File: config.mk
export PLATFORM = sky130hd
export DESIGN_NAME = commit_monitor
export DESIGN_NICKNAME = d
export VERILOG_FILES = /design/src/rtl/commit_monitor.sv
export SDC_FILE = /design/constraint.sdc
export NUM_CORES = 2
export LEC_CHECK = 0
export BUFFER_PORTS_ARGS = -buffer_cell sky130_fd_sc_hd__buf_2
export CORE_MARGIN = 8
export CORE_UTILIZATION = 60
export CTS_CLUSTER_SIZE = 30
export DETAILED_ROUTE_END_ITERATION = 8
export PLACE_DENSITY = 0.82
export SLEW_MARGIN = 10
export SYNTH_ARGS = -nofsm -noshare
export SYNTH_HDL_FRONTEND = slang
export SYNTH_SLANG_ARGS = --single-unit
File: constraint.sdc
create_clock -name clk -period 58.1 [get_ports clk]
set_clock_uncertainty 0.05 [all_clocks]
set_input_delay 8.715 -clock clk [delete_from_list [all_inputs] [get_ports clk]]
set_output_delay 8.715 -clock clk [all_outputs]
set_load 0.01 [all_outputs]
File: src/rtl/commit_monitor.sv
// Commit-stream monitor: buffers every retired instruction in a FIFO and drains
// it to a valid/ready trace port, with cycle, retire and drop counters.
module commit_monitor #(
    parameter int DEPTH = 8,
    parameter int CNT_W = 32
) (
    input  logic             clk,
    input  logic             rst,
    input  logic             global_en,
    input  logic             commit,
    input  logic [31:0]      commit_pc,
    input  logic [31:0]      commit_inst,
    input  logic             commit_halt,
    input  logic             commit_reg_we,
    input  logic [4:0]       commit_reg_wa,
    input  logic [31:0]      commit_reg_wd,
    input  logic             commit_dmem_we,
    input  logic [31:0]      commit_dmem_wa,
    input  logic [31:0]      commit_dmem_wd,
    output logic             trace_valid,
    input  logic             trace_ready,
    output logic [31:0]      trace_pc,
    output logic [31:0]      trace_inst,
    output logic             trace_reg_we,
    output logic [4:0]       trace_reg_wa,
    output logic [31:0]      trace_reg_wd,
    output logic             trace_dmem_we,
    output logic [31:0]      trace_dmem_wa,
    output logic [31:0]      trace_dmem_wd,
    output logic             trace_halt,
    output logic [CNT_W-1:0] cycle_cnt,
    output logic [CNT_W-1:0] instret_cnt,
    output logic [CNT_W-1:0] drop_cnt,
    output logic             halted,
    output logic             done
);

    localparam int AW = $clog2(DEPTH);
    localparam int PW = AW + 1;

    typedef struct packed {
        logic [31:0] pc;
        logic [31:0] inst;
        logic        reg_we;
        logic [4:0]  reg_wa;
        logic [31:0] reg_wd;
        logic        dmem_we;
        logic [31:0] dmem_wa;
        logic [31:0] dmem_wd;
        logic        halt;
    } rec_t;

    rec_t             mem_q [DEPTH];
    logic [PW-1:0]    wr_ptr_q, wr_ptr_d;
    logic [PW-1:0]    rd_ptr_q, rd_ptr_d;
    logic [CNT_W-1:0] cycle_q, cycle_d;
    logic [CNT_W-1:0] instret_q, instret_d;
    logic [CNT_W-1:0] drop_q, drop_d;
    logic             halted_q, halted_d;
    logic             done_q, done_d;

    logic empty, full, pop, qual, push, drop;
    rec_t wr_rec, head;

    assign empty = (wr_ptr_q == rd_ptr_q);
    assign full  = (wr_ptr_q[PW-1] != rd_ptr_q[PW-1]) &&
                   (wr_ptr_q[AW-1:0] == rd_ptr_q[AW-1:0]);
    assign pop   = !empty && trace_ready;
    assign qual  = commit && global_en && !halted_q;
    // A pop in the same edge frees the slot, so a full FIFO still accepts then.
    assign push  = qual && (!full || pop);
    assign drop  = qual && full && !pop;

    always_comb begin
        wr_rec         = '0;
        wr_rec.pc      = commit_pc;
        wr_rec.inst    = commit_inst;
        wr_rec.reg_we  = commit_reg_we && (commit_reg_wa != 5'd0);
        wr_rec.reg_wa  = commit_reg_wa;
        wr_rec.reg_wd  = commit_reg_wd;
        wr_rec.dmem_we = commit_dmem_we;
        wr_rec.dmem_wa = commit_dmem_wa;
        wr_rec.dmem_wd = commit_dmem_wd;
        wr_rec.halt    = commit_halt;
    end

    always_comb begin
        wr_ptr_d  = wr_ptr_q;
        rd_ptr_d  = rd_ptr_q;
        cycle_d   = cycle_q;
        instret_d = instret_q;
        drop_d    = drop_q;
        halted_d  = halted_q;
        done_d    = halted_q && empty;
        if (push) begin
            wr_ptr_d  = wr_ptr_q + PW'(1);
            instret_d = instret_q + CNT_W'(1);
        end
        if (pop) begin
            rd_ptr_d = rd_ptr_q + PW'(1);
        end
        if (drop) begin
            drop_d = drop_q + CNT_W'(1);
        end
        if (global_en && !halted_q) begin
            cycle_d = cycle_q + CNT_W'(1);
        end
        // A halt stops capture even when its own record could not be stored.
        if (qual && commit_halt) begin
            halted_d = 1'b1;
        end
    end

    always_ff @(posedge clk or negedge rst) begin
        if (!rst) begin
            wr_ptr_q  <= '0;
            rd_ptr_q  <= '0;
            cycle_q   <= '0;
            instret_q <= '0;
            drop_q    <= '0;
            halted_q  <= 1'b0;
            done_q    <= 1'b0;
        end else begin
            wr_ptr_q  <= wr_ptr_d;
            rd_ptr_q  <= rd_ptr_d;
            cycle_q   <= cycle_d;
            instret_q <= instret_d;
            drop_q    <= drop_d;
            halted_q  <= halted_d;
            done_q    <= done_d;
        end
    end

    always_ff @(posedge clk) begin
        if (push) begin
            mem_q[wr_ptr_q[AW-1:0]] <= wr_rec;
        end
    end

    // Storage is not reset, so the head is masked to zero while the FIFO is empty.
    assign head = empty ? '0 : mem_q[rd_ptr_q[AW-1:0]];

    assign trace_valid   = !empty;
    assign trace_pc      = head.pc;
    assign trace_inst    = head.inst;
    assign trace_reg_we  = head.reg_we;
    assign trace_reg_wa  = head.reg_wa;
    assign trace_reg_wd  = head.reg_wd;
    assign trace_dmem_we = head.dmem_we;
    assign trace_dmem_wa = head.dmem_wa;
    assign trace_dmem_wd = head.dmem_wd;
    assign trace_halt    = head.halt;
    assign cycle_cnt     = cycle_q;
    assign instret_cnt   = instret_q;
    assign drop_cnt      = drop_q;
    assign halted        = halted_q;
    assign done          = done_q;

endmodule

After elaboration in Yosys (flattened, before gate mapping)
Memory sizes are Yosys's and may differ from the RTL's.
Cells that the tools add are included.
{ "op_classes": {"n_addsub": 5, "eq_ne": 3, "mux": 3, "reduce_logical": 17} }
{ "ops": {"columns": ["operator", "count"], "rows": [
  ["2-to-1 mux 168 bit", 1],
  ["adder 32 x 1 -> 32 bit, second input constant", 3],
  ["logical AND 1 bit", 11],
  ["adder 4 x 1 -> 4 bit, second input constant", 2],
  ["nonzero test 5 bit", 1],
  ["== test 4 bit", 1],
  ["zero test 1 bit", 4],
  ["== test 3 bit", 1],
  ["2-to-1 mux 1 bit", 2],
  ["logical OR 1 bit", 1],
  ["!= test 1 bit", 1]
]} }
{ "totals": {"register_bits": 106, "ram_bits": 1344, "input_bits": 173, "word_cells": 36, "memories": 1} }
{ "mem_list": {"columns": ["name", "words", "width", "rd", "rd_ports_with_merged_regs", "wr", "line_no", "rtl"], "rows": [
  ["mem_q", 8, 168, 1, 0, 1, "53", "rec_t mem_q [DEPTH];"]
]} }

Longest topological paths before layout
{ "logic_depth": {"depth_word": 7, "ltp_mapped": 7, "depth_no_buf": 6} }

Worst setup path after synthesis
OpenSTA, ideal clock, no wires.
{ "synth_timing": {"path_kind": "input port to flip-flop", "start": "input port commit", "end": "memory mem_q[1][0] (netlist bit) (enable)", "setup_ps": 1165, "t_arrival_ps": 26494, "t_required_ps": 56885, "path_slack_ps": 30391, "stages": 4, "path_buffers": 1, "path_cell_list": "and3b_1 -> clkbuf_1 -> o21ai_1 -> nor4b_1"} }
{ "synth_via": {"elab_chain_cells": 5} }
{ "synth_rtl": {"columns": ["element", "line_no", "rtl"], "rows": [
  ["start, declared", "10", "input logic commit,"],
  ["logical AND 1 bit (2 in a row)", "69", "assign qual = commit && global_en && !halted_q;"],
  ["logical AND 1 bit", "71", "assign push = qual && (!full || pop);"],
  ["2-to-1 mux 1 bit", "135", "if (push) begin"],
  ["2-to-1 mux 1 bit (not written as such)", "136", "mem_q[wr_ptr_q[AW-1:0]] <= wr_rec;"],
  ["end, declared", "53", null]
]} }
No other way between the ends.

Worst setup path after layout
{ "layout_timing": {"start": "register rd_ptr_q[0]", "end": "output port trace_inst[6]"} }
{ "layout_via": {"elab_chain_cells": 2, "word_cells_on_any_way": 3, "classes_between": "eq/ne: 1; mux: 1; memory: 1"} }
{ "layout_rtl": {"columns": ["element", "line_no", "rtl"], "rows": [
  ["start, declared", "55", "logic [PW-1:0] rd_ptr_q, rd_ptr_d;"],
  ["start signal, assigned", "125", "rd_ptr_q <= rd_ptr_d;"],
  ["memory (8 x 168 bit) / == test 4 bit (equally long branches)", null, null],
  ["2-to-1 mux 168 bit (*)", "141", "assign head = empty ? '0 : mem_q[rd_ptr_q[AW-1:0]];"],
  ["end, declared", "23", "output logic [31:0] trace_inst,"]
]} }
Every way passes the cells marked *; elsewhere a longest branch is shown, timed or not.

==> run_results.csv <==
group,metric,value,unit
run_status,status,"complete, no violations",
yosys,postSynthRegisterBits,1450,
timing,setup-tns-final,0,ps
power,seq_power_share,41.0,%
global_route,first_global_vias,29174,
clock_tree,clock_insertion_delay_at_the_later_pin_of_the_skew_report,720,ps
detailed_routing,detail_route.first_pass.iterations,7,
setup_path,worstRegToRegCells,6,
setup_path,path_class,"register to primary output",
yosys,syn_nets,2750,
yosys,most_common_cell_in_the_synthesized_netlist,"edfxtp_1",
run,max-cap-violations,0,
global_route,grt_antenna_before_repair,38,
power,fin_total_pwr,2.962,mW
setup_path,crit_slowest_cell,"dfrtp_4",
die,die-width,320.5,µm
timing,timing_max_transition_violations_final,0,
global_route,largest_net_degree_at_the_start_of_global_routing,170,
detailed_routing,routed-via-count,27527,
yosys,netlist_top_cells_count,"edfxtp_1, mux4_2, nor2_1",
timing,setup-violations-final,0,
power,power_density,46.36,nW/µm²
detailed_routing,post_drt_via_cell_ratio,6.197,
clock_tree,cts-root-to-sink-buffers,3,
yosys,postSynthCellCount,2572,
detailed_routing,dr.first_iter.drc_count,2709,
timing,achievable-frequency,73.60,MHz
yosys,sequential_share_of_the_synthesized_area,77.29,%
detailed_routing,ant_nets,0,
placed_design,postPlaceCellArea,59290,µm²
clock_tree,cts_root_buf,"clkbuf_16",
timing,worst_slew_pin_slew,1173,ps
power,peakVddDrop,0.03959,mV
detailed_routing,drcViolationCount,0,
worst_hold_path,hold_depth,1,
cells_and_area,count_of_placed_standard_cells_in_the_final_layout_fillers_left_out,4442,
worst_hold_path,hold_path_startpoint,"drop_cnt[31]",
die,chipHeight,320.5,µm
cells_and_area,final_nets,3243,
timing,finalHoldViolCount,0,
die,boundaryPins,440,
cells_and_area,num-fill-cells,5365,
timing,fin_crit_sh,23.38,%
cells_and_area,layout_overhead_on_the_synthesized_area,14.82,%
yosys,synthesis.area_per_instance,21.64,µm²
worst_hold_path,hold_path_end,"drop_cnt[31]",
yosys,synth-async-reset-ratio,7.310,%
timing,holdWs,417.6,ps
clock_tree,cts_num_sinks,1450,
power,power.switching_fraction,29.97,%
timing,final.setup.worst_slack,44510,ps
yosys,yosysTopAreaCell,"edfxtp_1",
setup_path,cp.arrival,4820,ps
cells_and_area,post-route-util,69.60,%
setup_path,critical_path.cell_chain,"buf_4 > buf_12 > mux4_2 > mux2i_1 > nor2_1 > buf_2",
cells_and_area,multiInputGateArea,12130,µm²
die,initial_core_util,60.62,%
setup_path,critical_path.reg2reg.endpoint,"mem_q[7][57]",
yosys,synthFlopType,"edfxtp_1",
yosys,synth_top_cells_by_area,"edfxtp_1, mux4_2, dfrtp_1",
power,comb_power_share,28.8,%
clock_tree,number_of_instances_resized_during_post_cts_repair,0,
power,p_sw,887.8,µW
die,placement_rows,111,
yosys,synthesis.yosys.warnings,0,
power,power_leakage,22.11,nW
detailed_routing,post_drt_wl_per_cell,27.81,µm
placed_design,preCtsSetupSlack,45180,ps
global_route,total_global_routing_overflow,0,
timing,rsz_0062_raised_after_global_routing,"no",
timing,final_period_minus_worst_setup_slack,13590,ps
cells_and_area,drive_above_1_share,32.45,%
power,clock_power_share,30.2,%
clock_tree,htree_levels,4,
clock_tree,clkTransAtPathRegs,60,ps
die,dieArea,102700,µm²
cells_and_area,seq_area,43020,µm²
clock_tree,post_cts_buffers,0,
cells_and_area,postLayoutCellArea,63890,µm²
detailed_routing,drt_wl_total,123500,µm
setup_path,timing.critical_path.slowest_cell_delay,1090,ps
yosys,synth_top_area_share,72.52,%
clock_tree,cts.hold.buffers_added,0,
die,floorplan.core_area,91800,µm²
setup_path,timing.reg2reg.setup_slack,53000,ps
setup_path,worst-endpoint-required,49340,ps
global_route,grt.total_usage,23.96,%
yosys,synthDistinctLibCells,43,
clock_tree,tritoncts.num_buffers,143,
power,intPower,2.074,mW
setup_path,startpoint_type,"register",
placed_design,final_gp_congestion,0.8190,
placed_design,place.port_buffers,439,
clock_tree,cts_tree,"built",
worst_hold_path,worst_hold_path_type,"register to register",
setup_path,reg2reg_from,"rd_ptr_q[0]",
timing,timing.max_slew.rel_slack,21.78,%
global_route,first_pass_grt_wire_length,185000,µm
yosys,synth_edf_count,1344,
setup_path,critical_path.max_fanout,122,
placed_design,hpwlAfterDp,66620,µm
setup_path,endpoint_kind,"primary output",
yosys,syn_area,55650,µm²
placed_design,numPlacedInstances,4163,
==> sequential cells by signal, indices dropped and copies added, names as in the netlist <==
name,flops
rd_ptr_q,4
cycle_cnt,32
done,1
wr_ptr_q,4
instret_cnt,32
drop_cnt,32
mem_q,1344
halted,1
==> worst max-delay path by stage <==
stage	start	end	slack, ps	depth (start not counted)
floorplan	commit	mem_q[1][0]	30390	4
global placement	rd_ptr_q[0]	trace_reg_wd[12]	45210	6
detailed placement	rd_ptr_q[0]	trace_inst[6]	45180	6
CTS	rd_ptr_q[0]	trace_inst[6]	44370	6
global route	rd_ptr_q[0]	trace_inst[6]	44080	6
finish	rd_ptr_q[0]	trace_inst[6]	44510	6
==> kinds of logic (layout without fill, tap and decap cells) <==
family          count (synthesis)  count (layout)  synth area share (%)
mux                           507             507                 16.68
flops                        1450            1450                 77.29
buf+inv                       130             729                 1.005
xor+xnor                      104             104                 1.637
other cells                     0              28                     0
simple gates                  367             367                 3.164
compound gates                  9               9                0.1102
fa+ha+maj                       5               5                0.1124
==> cell type report <==
class                      count  share of cell area, %
sequential                  1450                  67.33
multi-input combinational    992                  18.99
clock buffer                 173                  5.975
timing repair buffer         472                  4.007
tap                         1243                  2.434
clock inverter                78                  1.120
antenna                       28                 0.1097
inverter                       6                0.03525
==> worst max-delay path, delay by kind of cell (launching register included) <==
family	cells	cell delay, ps
simple gates	1	110
flops	1	1090
mux	2	840
buf+inv	3	1780
==> per-layer routing <==
| metal | track usage, % | up-vias | part of all wire [%] |
|---|---|---|---|
| li1 | - | 11535 | - |
| met1 | 30.32 | 14532 | 38 |
| met2 | 41.09 | 1224 | 52 |
| met3 | 5.680 | 214 | 7.8 |
| met4 | 7.897 | 22 | 2.3 |
| met5 | 0 | - | 0.12 |
==> cells in the final DEF, fill, tap and decap left out, types with 6 or more instances in the layout <==
cell type and instances:
nand3_1 35, inv_1 6, mux2i_1 168, clkbuf_16 148, nor3_1 7, buf_2 438, nand4_1 31, edfxtp_1 1344
clkbuf_1 23, nand2_1 43, dfrtp_1 103, diode_2 28, clkinv_2 26, and3_1 26, bufinv_16 12, xnor2_1 85
and4_1 12, nor2_1 181, clkinv_1 29, mux4_2 336, xor2_1 19, buf_4 25, buf_12 9
==> power by group through the flow <==
stage                     clock, mW  combinational (mW)  sequential, mW
final                         0.895               0.853            1.21
after global routing          0.945               0.910            1.22
after CTS                     0.908               0.867            1.21
after detailed placement          0               0.857            1.24
after global placement            0               0.842            1.23
after floorplan                   0               0.582            1.22
No activity file was read; power rests on OpenSTA's default activity.
